===== src/rtl/scan_port_arb.sv =====
// Round-robin arbiter giving requesters A and B turns on the single scan access port.
// Each access: one-cycle command pulse, wait for scan_ready or timeout, one-cycle completion.
module scan_port_arb #(
  parameter int unsigned TIMEOUT  = 64,
  parameter logic [31:0] ERR_DATA = 32'hDEAD_BEEF
) (
  input  logic        clk,
  input  logic        rst_n,
  input  logic        a_wen,
  input  logic        a_ren,
  input  logic [11:0] a_addr,
  input  logic [31:0] a_wdata,
  output logic        a_ready,
  output logic [31:0] a_rdata,
  output logic        a_err,
  input  logic        b_wen,
  input  logic        b_ren,
  input  logic [11:0] b_addr,
  input  logic [31:0] b_wdata,
  output logic        b_ready,
  output logic [31:0] b_rdata,
  output logic        b_err,
  output logic        scan_wen,
  output logic        scan_ren,
  output logic [11:0] scan_addr,
  output logic [31:0] scan_wdata,
  input  logic [31:0] scan_rdata,
  input  logic        scan_ready,
  output logic        busy
);

  localparam int unsigned CW = $clog2(TIMEOUT);

  typedef enum logic [1:0] {IDLE, ISSUE, WAIT, COOL} state_e;

  state_e        state_q, state_d;
  logic          grant_q, grant_d;        // 1 = B owns the current access
  logic          last_b_q, last_b_d;
  logic          cmd_wr_q, cmd_wr_d;
  logic [CW-1:0] cnt_q, cnt_d;

  logic          scan_wen_q, scan_wen_d;
  logic          scan_ren_q, scan_ren_d;
  logic [11:0]   scan_addr_q, scan_addr_d;
  logic [31:0]   scan_wdata_q, scan_wdata_d;
  logic          a_ready_q, a_ready_d;
  logic          b_ready_q, b_ready_d;
  logic          a_err_q, a_err_d;
  logic          b_err_q, b_err_d;
  logic [31:0]   a_rdata_q, a_rdata_d;
  logic [31:0]   b_rdata_q, b_rdata_d;
  logic          busy_q, busy_d;

  logic          a_pend, b_pend;
  logic          done, timed_out;
  logic [31:0]   rd_val;

  assign a_pend = a_wen | a_ren;
  assign b_pend = b_wen | b_ren;

  always_comb begin
    state_d      = state_q;
    grant_d      = grant_q;
    last_b_d     = last_b_q;
    cmd_wr_d     = cmd_wr_q;
    cnt_d        = cnt_q;
    scan_wen_d   = 1'b0;
    scan_ren_d   = 1'b0;
    scan_addr_d  = '0;
    scan_wdata_d = '0;
    a_rdata_d    = a_rdata_q;
    b_rdata_d    = b_rdata_q;
    done         = 1'b0;
    timed_out    = 1'b0;
    rd_val       = scan_rdata;

    case (state_q)
      IDLE: begin
        // A wins a tie only when B had the previous turn.
        if (a_pend && (!b_pend || last_b_q)) begin
          grant_d      = 1'b0;
          last_b_d     = 1'b0;
          cmd_wr_d     = a_wen;
          scan_wen_d   = a_wen;
          scan_ren_d   = ~a_wen;
          scan_addr_d  = a_addr;
          scan_wdata_d = a_wdata;
          state_d      = ISSUE;
        end else if (b_pend) begin
          grant_d      = 1'b1;
          last_b_d     = 1'b1;
          cmd_wr_d     = b_wen;
          scan_wen_d   = b_wen;
          scan_ren_d   = ~b_wen;
          scan_addr_d  = b_addr;
          scan_wdata_d = b_wdata;
          state_d      = ISSUE;
        end
      end
      ISSUE: begin
        cnt_d   = '0;
        state_d = WAIT;
      end
      WAIT: begin
        if (scan_ready) begin
          done    = 1'b1;
          state_d = COOL;
        end else if (cnt_q == CW'(TIMEOUT - 1)) begin
          done      = 1'b1;
          timed_out = 1'b1;
          rd_val    = ERR_DATA;
          state_d   = COOL;
        end else begin
          cnt_d = cnt_q + CW'(1);
        end
        if (done && !cmd_wr_q) begin
          if (grant_q) b_rdata_d = rd_val;
          else         a_rdata_d = rd_val;
        end
      end
      COOL:    state_d = IDLE;
      default: state_d = IDLE;
    endcase

    a_ready_d = done & ~grant_q;
    b_ready_d = done & grant_q;
    a_err_d   = timed_out & ~grant_q;
    b_err_d   = timed_out & grant_q;
    busy_d    = (state_d != IDLE);
  end

  always_ff @(posedge clk) begin
    if (!rst_n) begin
      state_q      <= IDLE;
      grant_q      <= 1'b0;
      last_b_q     <= 1'b1;
      cmd_wr_q     <= 1'b0;
      cnt_q        <= '0;
      scan_wen_q   <= 1'b0;
      scan_ren_q   <= 1'b0;
      scan_addr_q  <= '0;
      scan_wdata_q <= '0;
      a_ready_q    <= 1'b0;
      b_ready_q    <= 1'b0;
      a_err_q      <= 1'b0;
      b_err_q      <= 1'b0;
      a_rdata_q    <= '0;
      b_rdata_q    <= '0;
      busy_q       <= 1'b0;
    end else begin
      state_q      <= state_d;
      grant_q      <= grant_d;
      last_b_q     <= last_b_d;
      cmd_wr_q     <= cmd_wr_d;
      cnt_q        <= cnt_d;
      scan_wen_q   <= scan_wen_d;
      scan_ren_q   <= scan_ren_d;
      scan_addr_q  <= scan_addr_d;
      scan_wdata_q <= scan_wdata_d;
      a_ready_q    <= a_ready_d;
      b_ready_q    <= b_ready_d;
      a_err_q      <= a_err_d;
      b_err_q      <= b_err_d;
      a_rdata_q    <= a_rdata_d;
      b_rdata_q    <= b_rdata_d;
      busy_q       <= busy_d;
    end
  end

  assign scan_wen   = scan_wen_q;
  assign scan_ren   = scan_ren_q;
  assign scan_addr  = scan_addr_q;
  assign scan_wdata = scan_wdata_q;
  assign a_ready    = a_ready_q;
  assign b_ready    = b_ready_q;
  assign a_err      = a_err_q;
  assign b_err      = b_err_q;
  assign a_rdata    = a_rdata_q;
  assign b_rdata    = b_rdata_q;
  assign busy       = busy_q;

endmodule


===== config.mk =====
export PLATFORM = sky130hd
export DESIGN_NAME = scan_port_arb
export DESIGN_NICKNAME = d
export VERILOG_FILES = /design/src/rtl/scan_port_arb.sv
export SDC_FILE = /design/constraint.sdc
export NUM_CORES = 1
export LEC_CHECK = 0
export ABC_AREA = 1
export BUFFER_PORTS_ARGS = -buffer_cell sky130_fd_sc_hd__buf_2
export CORE_UTILIZATION = 43
export CTS_CLUSTER_DIAMETER = 200
export DETAILED_ROUTE_END_ITERATION = 10
export GPL_TIMING_DRIVEN = 0
export PLACE_DENSITY = 0.88
export SETUP_SLACK_MARGIN = 0.4
export SLEW_MARGIN = 20
export SYNTH_ARGS = -nofsm -noshare
export SYNTH_HDL_FRONTEND = slang
export SYNTH_SLANG_ARGS = --single-unit

===== constraint.sdc =====
create_clock -name clk -period 1.6 [get_ports clk]
set_input_delay 0 -clock clk [delete_from_list [all_inputs] [get_ports clk]]
set_output_delay 0 -clock clk [all_outputs]
set_load 0.005 [all_outputs]

==> results by stage <==
Worst setup path:
- The startpoint kind of the worst setup timing path is a register.
- At the worst endpoint, the required time is between 1.5 and 2 ns.
- Data on the critical path arrives at its endpoint at roughly 2 ns.
- For the worst flop-to-flop path, the logic depth is 10.
- The worst setup path category is register to register.
- The largest fanout on the critical path is 6.
- The type of destination of the critical path is a register.

Floorplanning:
- The die is ~110 um tall.
- From left edge to right edge, the die measures ~110 um.
- The floorplan step defined a core boundary enclosing between 10000 and 15000 um^2.
- The die area is approximately 13000 um^2.
- The floorplan row count is 40.
- The initial utilization of the core area, before any placement, comes to 0.445.
- For this design the top-level I/O count stands at ~240.

Timing:
- The largest clock skew in the final design is about 0.011 ns.
- The slew at the pin closest to its max-slew limit is around 1.2 ns.
- The number of max-slew violations in the final report is 0.
- The worst-case headroom to the max-slew limit is 0.203.
- The number of hold violations in the final report is 0.
- Based on the critical path, the design can be clocked at up to ~600 MHz.
- In the final timing run, aggregate negative setup slack is -0.556 ns.
- The final cycle utilization of the critical path is 1.07.
- Setup violations remaining at the end of the flow were counted as 15.
- Setup slack on the critical path of the routed design comes to -0.107 ns.
- The shortest period the worst path allows is about 1.7 ns.
- Setup repair after global routing could not meet its margin everywhere.

Clock network:
- The buffer levels on the longest clock path is 2.
- The CTS buffer count is 17.
- The clock tree root buffer cell is clkbuf_16.
- The post-CTS clock slew at the launch and capture registers of the worst setup and hold paths is 0.06 ns.
- Clock latency on the worst-skew pair, taken at its later pin, is about 0.43 ns.
- The H-tree generated during clock tree synthesis spans 4 levels.
- The clock tree from TritonCTS is yes.
- The CTS sink count is 126.

Yosys:
- After synthesis, the largest family of logic cells by area is simple AND/OR/NAND/NOR gates.
- After synthesis, the netlist uses 23 different library cells.
- The cell with the most instances after synthesis is nand2_1.
- Of the total synthesized cell area, the portion taken by full adders, half adders and majority gates is 0.0117.
- The synthesized area per cell is ~6.7 um^2.
- Synthesis handed over a netlist of slightly below 800 instances.
- The share of synthesized registers carrying an async set or reset is 0.
- Summed over all instances, the cell type with the most area after synthesis is dfxtp_1.
- Synthesis produced a netlist with a net count of ~930.
- Sorting the synthesized cells by area gives the leading types as dfxtp_1 47%, nand2_1 16%, nor2_1 10%.
- The post-synthesis compound-gate area fraction is 0.0516.
- Yosys printed 0 warnings.
- Counting flops with a built-in enable in the synthesized netlist gives 0.
- The portion of netlist area occupied by mux cells is 0.
- After synthesis, the most frequently instantiated cells are 230 x nand2_1, 147 x nor2_1, 126 x dfxtp_1.
- The synthesized design contains around 130 register bits.
- The post-synthesis simple-gate area fraction is 0.340.
- The share of synthesized area in the top cell type comes to 0.470.
- Of the synthesized area, sequential elements account for 0.470.
- The synthesized netlist occupies a cell area of around 5400 um^2.
- Among all flip-flop cells after synthesis, the most frequent one is dfxtp_1.
- The synthesized-area fraction occupied by xor and xnor cells is 0.

Global routing:
- The number of global-route vias before repair is 7172.
- The initial antenna violation count is 0.
- The global-route wire length before repair is 35.6 mm.
- The total overflow left after global routing is 0.
- The total routing resource utilization after global routing is 0.360.
- The pin count of the biggest net entering global routing is 17.

Place:
- Port buffering added roughly 240 buffers.
- The detailed-placement wirelength estimate is ~12 mm.
- The global placer's final weighted congestion is ~0.94.
- The placed instances occupy a cell area of between 6000 and 7000 um^2.
- Counting tap cells, the placed design contains a total of around 1200 instances.

Power:
- The leakage power is between 0.005 and 0.006 uW.
- The peak ir drop on the vdd network is roughly 0.00071 V.
- After layout, the design draws a total of 11500 uW.
- The power density of the placed cells is roughly 1100 nW/um^2.

Cells and area:
- The area of all placed cells without fillers is between 10000 and 15000 um^2.
- The number of antenna diodes in the final layout is 0.
- The fraction of final layout cells sized beyond drive strength 1 is 0.476.
- The non-filler instance count after layout is between 1000 and 1500.
- The net count reported at finish is approximately 1400.
- From synthesis to final layout, the design area changed by 99.7%.

Status:
- The final reports fail on design-rule violations, negative setup slack.
- The run finished, with violations left.

Detailed routing:
- The total routed wire length on the met1 layer is about 10 mm.
- Across all layers, the routed design uses ~7800 vias.
- In the routed design, unresolved DRC markers number 1.
- The detailed-route vias per instance is about 5.5.
- The routed length per placed instance is roughly 21 um.
- Once detail routing completed, the nets flagged for antenna violations numbered 0.
- The final wirelength is between 30 and 40 mm.
- The highest metal layer carrying signal wires in the routed design is met4.
- Wire segments on met2 add up to 14.0 mm in the final route.
- The number of DRC violations after detailed-routing iteration 0 is a little under 900.
- The detailed-router iteration count before antenna repair is 10.
- Wire segments on met3 add up to roughly 3.4 mm in the final route.

Job:
- The tool flagged a number of max-cap violations equal to 0.

Worst hold path:
- The cell depth of the worst hold path is 4.
- The worst hold-check path type is input pin to register.
[worst max-delay path, cell delays in order (launching register included)]
cell	delay [ns]
dfxtp_2	0.35
ha_4	0.15
nand2_4	0.06
nor2_4	0.14
buf_4	0.13
nand3_4	0.15
buf_8	0.20
nand2_1	0.10
inv_2	0.07
nor2_4	0.17
nor2_1	0.07
[cell usage in the layout (no fill, tap or decap), types with 21 or more instances in the layout]
master / netlist / final
a21oi_2: 0 / 39
buf_2: 22 / 248
buf_6: 6 / 28
clkbuf_16: 0 / 24
dfxtp_1: 126 / 121
dlygate4sd3_1: 0 / 124
inv_1: 117 / 110
nand2_1: 230 / 156
nand2_2: 2 / 56
nand2_4: 1 / 21
nand3_4: 2 / 36
nor2_1: 147 / 98
nor2_2: 0 / 37
[power by group]
| part | total, uW | leakage (uW) | internal (uW) | switching [uW] |
|---|---|---|---|---|
| clock network | 4190 | 0.000303 | 2680 | 1510 |
| registers | 3670 | 0.00103 | 3480 | 193 |
| logic | 3590 | 0.00400 | 1600 | 1990 |
[flip-flops by register name, summed over array words and instances (netlist names)]
signal / flops
a_err: 1
a_rdata: 32
a_ready: 1
b_err: 1
b_rdata: 32
b_ready: 1
busy: 1
cmd_wr_q: 1
cnt_q: 6
grant_q: 1
last_b_q: 1
scan_addr: 12
scan_ren: 1
scan_wdata: 32
scan_wen: 1
state_q: 2
[path summary, 6_finish.rpt]
| kind | startpoint | to | slack [ns] |
|---|---|---|---|
| max | cnt_q[0]$_SDFFE_PN0P_ | b_rdata[8]$_SDFFE_PN0P_ | -0.11 |
| min | scan_ready | a_err$_SDFF_PN0_ | 0.08 |
| max reg2reg | cnt_q[0]$_SDFFE_PN0P_ | b_rdata[8]$_SDFFE_PN0P_ | -0.11 |
| min reg2reg | last_b_q$_SDFFE_PN1P_ | last_b_q$_SDFFE_PN1P_ | 0.51 |
[what timing repair did]
action                                  4_1_cts  5_1_grt
pin swaps                                    15       69
resized for setup                            99      289
hold buffers                                124        0
cloned                                        9        7
buffers inserted                             15       12
endpoints found under the setup margin      118      121
hold endpoints to repair                    110        0
[area by class of cell]
type | instances | area [um^2]
Sequential cell | 126 | 2540
Fill cell | 466 | 1350
Timing Repair Buffer | 407 | 3070
Multi-Input combinational cell | 510 | 3370
Clock inverter | 11 | 164
Clock buffer | 21 | 460
Inverter | 119 | 459
Buffer | 42 | 439
Tap cell | 168 | 210
[cells by family after synthesis]
family / count (synthesis)
flip-flops: 126
adder cells (fa/ha/maj): 5
AO/OA/AOI/OAI: 55
AND/OR/NAND/NOR: 449
buffers and inverters: 161
[per-stage QoR]
stage | utilization | hold WS, ns | setup slack (ns)
finish | 0.888 | 0.0813 | -0.107
global route | 0.888 | 0.0804 | -0.330
CTS | 0.777 | 0.0371 | 0.0662
detailed placement | 0.571 | 0.260 | -0.156
global placement | 0.571 | 0.255 | -0.153
floorplan | - | 0.148 | 0.185
[routing by layer]
metal / global-route usage / vias up
li1: - / 3254
met2: 0.631 / 698
met4: 0.282 / 0
met3: 0.104 / 269
met5: 0 / -
met1: 0.358 / 3548
(Power assumes the default switching activity.)
